<file path="config.mk">
export PLATFORM = sky130hd
export DESIGN_NAME = pulse_gen_flat
export DESIGN_NICKNAME = d
export VERILOG_FILES = /design/src/rtl/pulse_gen_if.sv /design/src/rtl/pulse_gen.sv /design/src/flat_wrapper.sv
export SDC_FILE = /design/constraint.sdc
export NUM_CORES = 1
export LEC_CHECK = 0
export ABC_AREA = 1
export BUFFER_PORTS_ARGS = -buffer_cell sky130_fd_sc_hd__buf_2
export CAP_MARGIN = 30
export CORE_MARGIN = 3
export CORE_UTILIZATION = 30
export DETAILED_ROUTE_END_ITERATION = 12
export GPL_ROUTABILITY_DRIVEN = 0
export REMOVE_ABC_BUFFERS = 1
export SETUP_SLACK_MARGIN = 0.3
export SYNTH_ARGS = -nofsm -noshare
export SYNTH_HDL_FRONTEND = slang
export SYNTH_SLANG_ARGS = --single-unit
</file>
<file path="constraint.sdc">
create_clock -name clk -period 1.9 [get_ports clk]
set_input_delay 0.19 -clock clk [delete_from_list [all_inputs] [get_ports clk]]
set_output_delay 0.19 -clock clk [all_outputs]
set_load 0.02 [all_outputs]
</file>
<file path="src/rtl/pulse_gen_if.sv">
// Control and strobe bundle between a pulse_gen and its controller.
// The master drives run/step/rate and the slave (pulse_gen) returns the strobes.
interface pulse_gen_if;
   logic       run;
   logic       step_req;
   logic [1:0] rate_sel;
   logic       pulse_1khz;
   logic       pulse_out;
   logic [7:0] pulse_count;

   modport master (
      output run, step_req, rate_sel,
      input  pulse_1khz, pulse_out, pulse_count
   );

   modport slave (
      input  run, step_req, rate_sel,
      output pulse_1khz, pulse_out, pulse_count
   );
endinterface

</file>
<file path="src/rtl/pulse_gen.sv">
// Millisecond prescaler feeding a selectable-period pulse generator with pause and
// single-step support; every output comes straight from a flop.
module pulse_gen #(
   parameter  int CLK_HZ  = 100_000_000,
   localparam int PRE_DIV = CLK_HZ / 1000
) (
   input logic        clk,
   input logic        reset,
   pulse_gen_if.slave bus
);
   localparam int            PW       = (PRE_DIV > 1) ? $clog2(PRE_DIV) : 1;
   localparam logic [PW-1:0] PRE_LAST = PW'(PRE_DIV - 1);

   logic [PW-1:0] presc_reg;
   logic [9:0]    ms_cnt_reg;
   logic [1:0]    rate_sel_latched_reg;
   logic          step_d_reg;
   logic          pulse_1khz_reg;
   logic          pulse_out_reg;
   logic [7:0]    pulse_count_reg;

   logic          ms_tick;
   logic          period_end;
   logic          step_edge;
   logic          fire;
   logic [9:0]    period_ms;

   always_comb begin
      ms_tick    = (presc_reg == PRE_LAST);
      period_ms  = 10'd1000 >> rate_sel_latched_reg;
      period_end = ms_tick && bus.run && (ms_cnt_reg == period_ms - 10'd1);
      step_edge  = bus.step_req && !step_d_reg;
      // Masking with the current pulse keeps strobes at least one idle cycle apart
      // and folds a coincident periodic/step event into a single pulse.
      fire       = (period_end || (step_edge && !bus.run)) && !pulse_out_reg;
   end

   always_ff @(posedge clk) begin
      if (reset) begin
         presc_reg            <= '0;
         ms_cnt_reg           <= '0;
         rate_sel_latched_reg <= bus.rate_sel;
         // Treat step_req as already high so a level held across reset is not an edge.
         step_d_reg           <= 1'b1;
         pulse_1khz_reg       <= 1'b0;
         pulse_out_reg        <= 1'b0;
         pulse_count_reg      <= '0;
      end else begin
         presc_reg      <= ms_tick ? '0 : presc_reg + PW'(1);
         pulse_1khz_reg <= ms_tick;

         if (ms_tick && bus.run) begin
            if (period_end) begin
               ms_cnt_reg           <= '0;
               rate_sel_latched_reg <= bus.rate_sel;
            end else begin
               ms_cnt_reg <= ms_cnt_reg + 10'd1;
            end
         end

         step_d_reg    <= bus.step_req;
         pulse_out_reg <= fire;
         if (fire) begin
            pulse_count_reg <= pulse_count_reg + 8'd1;
         end
      end
   end

   assign bus.pulse_1khz  = pulse_1khz_reg;
   assign bus.pulse_out   = pulse_out_reg;
   assign bus.pulse_count = pulse_count_reg;
endmodule

</file>
<file path="src/flat_wrapper.sv">
// flat-port wrapper written by rule: the top's interface ports become plain ports
module pulse_gen_flat 
#(
   parameter  int CLK_HZ  = 100_000_000,
   localparam int PRE_DIV = CLK_HZ / 1000
)
  (clk, reset, bus_run, bus_step_req, bus_rate_sel, bus_pulse_1khz, bus_pulse_out, bus_pulse_count);
  pulse_gen_if bus_i ();
  input logic clk;
  input logic reset;
  input wire logic [$bits(bus_i.run)-1:0] bus_run;
  input wire logic [$bits(bus_i.step_req)-1:0] bus_step_req;
  input wire logic [$bits(bus_i.rate_sel)-1:0] bus_rate_sel;
  output wire logic [$bits(bus_i.pulse_1khz)-1:0] bus_pulse_1khz;
  output wire logic [$bits(bus_i.pulse_out)-1:0] bus_pulse_out;
  output wire logic [$bits(bus_i.pulse_count)-1:0] bus_pulse_count;
  assign bus_i.run = bus_run;
  assign bus_i.step_req = bus_step_req;
  assign bus_i.rate_sel = bus_rate_sel;
  assign bus_pulse_1khz = bus_i.pulse_1khz;
  assign bus_pulse_out = bus_i.pulse_out;
  assign bus_pulse_count = bus_i.pulse_count;
  pulse_gen #(.CLK_HZ(CLK_HZ)) u_core (.clk(clk), .reset(reset), .bus(bus_i));
endmodule
</file>
Word level (Yosys, flattened, before mapping). Index checks and enable logic that the tools add are counted.

Input port bits: 6. Bits in latches: 0. Memories kept: 0. Bits in read-only memories: 0. Output and inout bits: 10. Bits in writable memories: 0. Flip-flop bits (word level): 40.

Magnitude comparators: 0. Eq/ne operators: 2. Reduce and logical (&&, ||, !) cells: 13. Mux-type cells: 4. $add $sub $neg: 4. Div/mod/pow operators: 0. Multiply operators: 0. Bitwise logic cells: 0. Shift operators: 1.

Operators with widths (count): $add A17 B1 Y17 const B (1); $eq A17 B17 Y1 const B (1); $add A10 B1 Y10 const B (1); $eq A10 B10 Y1 (1); $mux W10 (1); $shr A10 B2 Y10 const A (1); $sub A10 B1 Y10 const B (1); $add A8 B1 Y8 const B (1); $mux W2 (3); $logic_and A1 B1 Y1 (5); $reduce_bool A2 Y1 (2); $logic_not A1 Y1 (3); $reduce_and A2 Y1 (1); $reduce_or A2 Y1 (1); $logic_or A1 B1 Y1 (1).

Logic depth before layout (Yosys ltp).
Depth in word-level cells: 7. Depth in mapped cells: 13.

Worst setup path after synthesis. OpenSTA, ideal clock, no wires.

Kind: reg2reg. Start: reg u_core.rate_sel_latched_reg[1]. End: reg u_core.pulse_count_reg[5], in the netlist u_core.bus.pulse_count[5]. Stages on the path, launching flop included: 14. Arrival time: 1603 ps. Path slack: 165 ps. Buffers on the path: 0. Required time: 1768 ps. Setup time: 132 ps. Path through: edfxtp_1 inv_1 ha_1 inv_2 nand2_1 nand2_1 nand2_1 nand3_1 nor2_1 nand3_2 nand2_4 nand2_2 nand2_1 a21oi_1.

Cells in the longest elaborated chain, start to end: 6.

Ends and longest elaborated chain: start: declaration (line pulse_gen.sv:16) `logic [1:0] rate_sel_latched_reg;`; start signal: assignment (line pulse_gen.sv:42) `rate_sel_latched_reg <= bus.rate_sel;`; start signal: assignment (line pulse_gen.sv:55) `rate_sel_latched_reg <= bus.rate_sel;`; $shr A10 B2 Y10 (line pulse_gen.sv:30) `period_ms = 10'd1000 >> rate_sel_latched_reg;`; $sub A10 B1 Y10 (line pulse_gen.sv:31) `period_end = ms_tick && bus.run && (ms_cnt_reg == period_ms - 10'd1);`; $eq A10 B10 Y1 (line pulse_gen.sv:31); $logic_and A1 B1 Y1 (line pulse_gen.sv:31); $logic_or A1 B1 Y1 (line pulse_gen.sv:35) `fire = (period_end || (step_edge && !bus.run)) && !pulse_out_reg;`; $logic_and A1 B1 Y1 (line pulse_gen.sv:35); end signal: assignment (line pulse_gen.sv:64) `pulse_count_reg <= pulse_count_reg + 8'd1;`; end: declaration (line pulse_gen.sv:20) `logic [7:0] pulse_count_reg;`.

No other way between the ends. A chain may end at the register's enable or synchronous reset.

Worst setup path after layout.
Start: reg u_core.rate_sel_latched_reg[0]. End: reg u_core.pulse_count_reg[4], in the netlist u_core.bus.pulse_count[4].

The elaborated chain is that of the path after synthesis.

==> summary.md <==
| Metric | Value |
|---|---|
| Post-Route Utilization | `40.2%` |
| Mapped Area | `2230 um2` |
| Nets | `361` |
| Cells after synthesis | `315` |
| Slew Limit Fails | `0` |
| Pin count of the biggest net entering global routing | `18` |
| Total Routed Length | `4820 um` |
| Top post-synthesis cells by area | `dfxtp_1, nand2_1, nand3_1` |
| Netlist cell types | `28` |
| WP data required | `2.13 ns` |
| Relative slew slack | `74.9%` |
| Worst-margin pin slew | `0.373 ns` |
| Most used cell, CP | `nand3_1` |
| CTS tree | `built` |
| CP Capture Type | `flop` |
| CTS Buf Count | `5` |
| Synthesis-to-finish area growth | `26.4%` |
| Vias per cell | `4.53` |
| Top_reg_cell synth | `dfxtp_1` |
| GRT Overall Usage | `11.7%` |
| Grt ovf | `0` |
| R2r setup slk | `0.07 ns` |
| Fin crit period | `1.83 ns` |
| Setup Viol. Count Final | `0` |
| Initial antenna violation count | `0` |
| PortBufs | `15` |
| Cell Count, Final, Fillers Out | `444` |
| Max Cap Viol | `0` |
| DP HPWL | `3470 um` |
| CP cell instances | `buf_6, ha_4, inv_2, nand2_2, nand3_1, nand3_1, nor2_1, nand3_2, nand2_4, buf_12, nand3_1, a21oi_1` |
| DIE WIDTH | `92.3 um` |
| CP max-delay cell | `edfxtp_1` |
| Post-synth top cells | `nand2_1, dfxtp_1, nor2_1` |
| Area leader, netlist | `dfxtp_1` |
| Vias in the first global route | `1839` |
| Clk sinks | `40` |
| Worst hold path type | `primary input to flop` |
| Full die area | `8520 um2` |
| # DRC | `0` |
| Die Ht | `92.3 um` |
| Antenna Cells | `0` |
| Power per cell area | `591 nW/um2` |
| Seq/Total Area, Yosys | `36.8%` |
| IO Count | `16` |
| Final Hold Viols | `0` |
| CP arrival | `2.07 ns` |
| Most numerous cell in the Yosys netlist | `nand2_1` |
| Detail Route Antenna Nets | `0` |
| CP bufs+invs | `3` |
| DR WL/cell | `10.9 um` |
| DRT Pass-1 Iters | `4` |
| P_leak | `0.00108 uW` |
| Outcome | `complete, no violations` |
| Clock root cell | `clkbuf_8` |
| Initial core utilization | `31.8%` |
| Worst-path clk slew | `0.08 ns` |
| Htree depth | `2` |
| Fmax | `546 MHz` |
| CTS Buffer Depth | `2` |
| Row cnt | `30` |
| Dpl cells | `426` |
| Clk_lat worst skew | `0.30 ns` |
| Critical path's largest stage delay | `0.47 ns` |
| Mapped Avg Cell Area | `7.09 um2` |
| RSZ-0062 raised after global routing | `yes` |
| Yosys Warn Count | `0` |
| Family with the most delay on the worst path | `simple AND/OR/NAND/NOR gates` |
| Period utilization | `96.5%` |
| Crit Path Max Fanout | `7` |
| Clock skew | `0.0105 ns` |
| #FFs+latches synth | `40` |
| Critical Path Source Type | `flop` |
| Max reg flops | `17` |
| Share of cells above drive strength 1 | `23.6%` |
| Number of synthesized flops with an enable pin | `2` |
| Hold-fix buffers, CTS | `0` |
| Peak VDD IR | `0.272 mV` |
| Share of the synthesized area in the top cell type | `34.1%` |
| First-pass GRT wire length | `8280 um` |
| Crit path kind | `flop to flop` |
| Asr flop ratio synth | `0%` |
| Via Count | `2012` |
| Core footprint | `7020 um2` |
| Starting DRC count in detailed routing | `89` |
final cells by class:
class | count | area, um2
clock buffer | 6 | 93.8
clock inverter | 2 | 12.5
fill | 722 | 4200
inverter | 41 | 156
multi-input combinational | 229 | 1390
sequential | 40 | 823
tap | 96 | 120
timing repair buffer | 30 | 233
per-stage QoR:
stage / setup WS (ns) / hold WS, ns / setup TNS (ns) / total power [uW] / instance area (um2)
2_1_floorplan: 0.180 / 0.259 / 0 / 951 / 2210
3_3_place_gp: 0.0688 / 0.372 / 0 / 983 / 2440
3_5_place_dp: -0.0215 / 0.374 / -0.108 / 986 / 2440
4_1_cts: 0.0760 / 0.0603 / 0 / 1680 / 2720
5_1_grt: -0.0491 / 0.0546 / -0.294 / 1750 / 2820
6_report: 0.0674 / 0.0621 / 0 / 1670 / 2820
layout by cell type (no fill, tap or decap), types with 2 or more instances in the layout:
| cell | Yosys | routed |
|---|---|---|
| buf_6 | 0 | 2 |
| xor2_1 | 18 | 17 |
| buf_4 | 1 | 10 |
| nand3_1 | 32 | 27 |
| nand2_4 | 1 | 3 |
| nor3_2 | 0 | 2 |
| nand2_1 | 61 | 57 |
| a21oi_1 | 23 | 21 |
| nand3b_1 | 4 | 4 |
| dfxtp_2 | 0 | 2 |
| clkbuf_8 | 0 | 5 |
| o21a_1 | 5 | 5 |
| clkbuf_16 | 0 | 2 |
| xnor2_1 | 2 | 2 |
| a21oi_2 | 0 | 2 |
| nand4_1 | 8 | 8 |
| edfxtp_1 | 2 | 2 |
| ha_4 | 0 | 4 |
| nor3b_1 | 2 | 2 |
| nor2_4 | 1 | 3 |
| nor3_1 | 11 | 9 |
| inv_2 | 6 | 8 |
| nand2_2 | 2 | 4 |
| nand3_2 | 2 | 6 |
| inv_1 | 34 | 31 |
| nor2_2 | 3 | 6 |
| and3_1 | 2 | 2 |
| dfxtp_1 | 38 | 36 |
| nor4_1 | 5 | 5 |
| ha_1 | 8 | 3 |
| nor2_1 | 38 | 33 |
| buf_2 | 3 | 15 |
final timing paths:
check / from / cells past startpoint / to
worst max register to register: u_core.rate_sel_latched_reg[0] / 12 / u_core.bus.pulse_count[4]
worst max-delay path: u_core.rate_sel_latched_reg[0] / 12 / u_core.bus.pulse_count[4]
worst min-delay path: bus_rate_sel[0] / 1 / u_core.rate_sel_latched_reg[0]
worst min register to register: u_core.presc_reg[0] / 1 / u_core.presc_reg[0]
routing by layer:
metal / global-route usage (%) / share of wire (%) / wire [um] / vias to the layer above
met1: 16.0 / 49 / 2340 / 893
met3: 2.46 / 3.2 / 155 / 11
li1: - / - / - / 1087
met4: 3.71 / 1.6 / 76 / 0
met5: 0 / 0 / 0 / -
met2: 18.6 / 47 / 2240 / 21
report_power, final:
group	leakage [uW]	switching, uW	internal (uW)
combinational	0.000697	82.9	71.1
clock	0.0000523	311	336
sequential	0.000327	12.5	856
total	0.00108	407	1260
repair_timing:
item	4_1_cts	5_1_grt
pin swaps	21	11
cloned	0	1
setup endpoints to repair	25	30
endpoints found under the hold margin	0	0
buffers inserted	7	2
resized for setup	25	17
cells by family after synthesis:
group / count (synthesis) / synth area share [%]
xor gates and xnor gates: 20 / 7.84
buffers and inverters: 46 / 8.07
adders and majority gates: 8 / 4.48
and+or+nand+nor: 172 / 35.8
AOI/OAI and AO/OA: 29 / 7.06
DFF: 40 / 36.8
(Power assumes the default switching activity.)
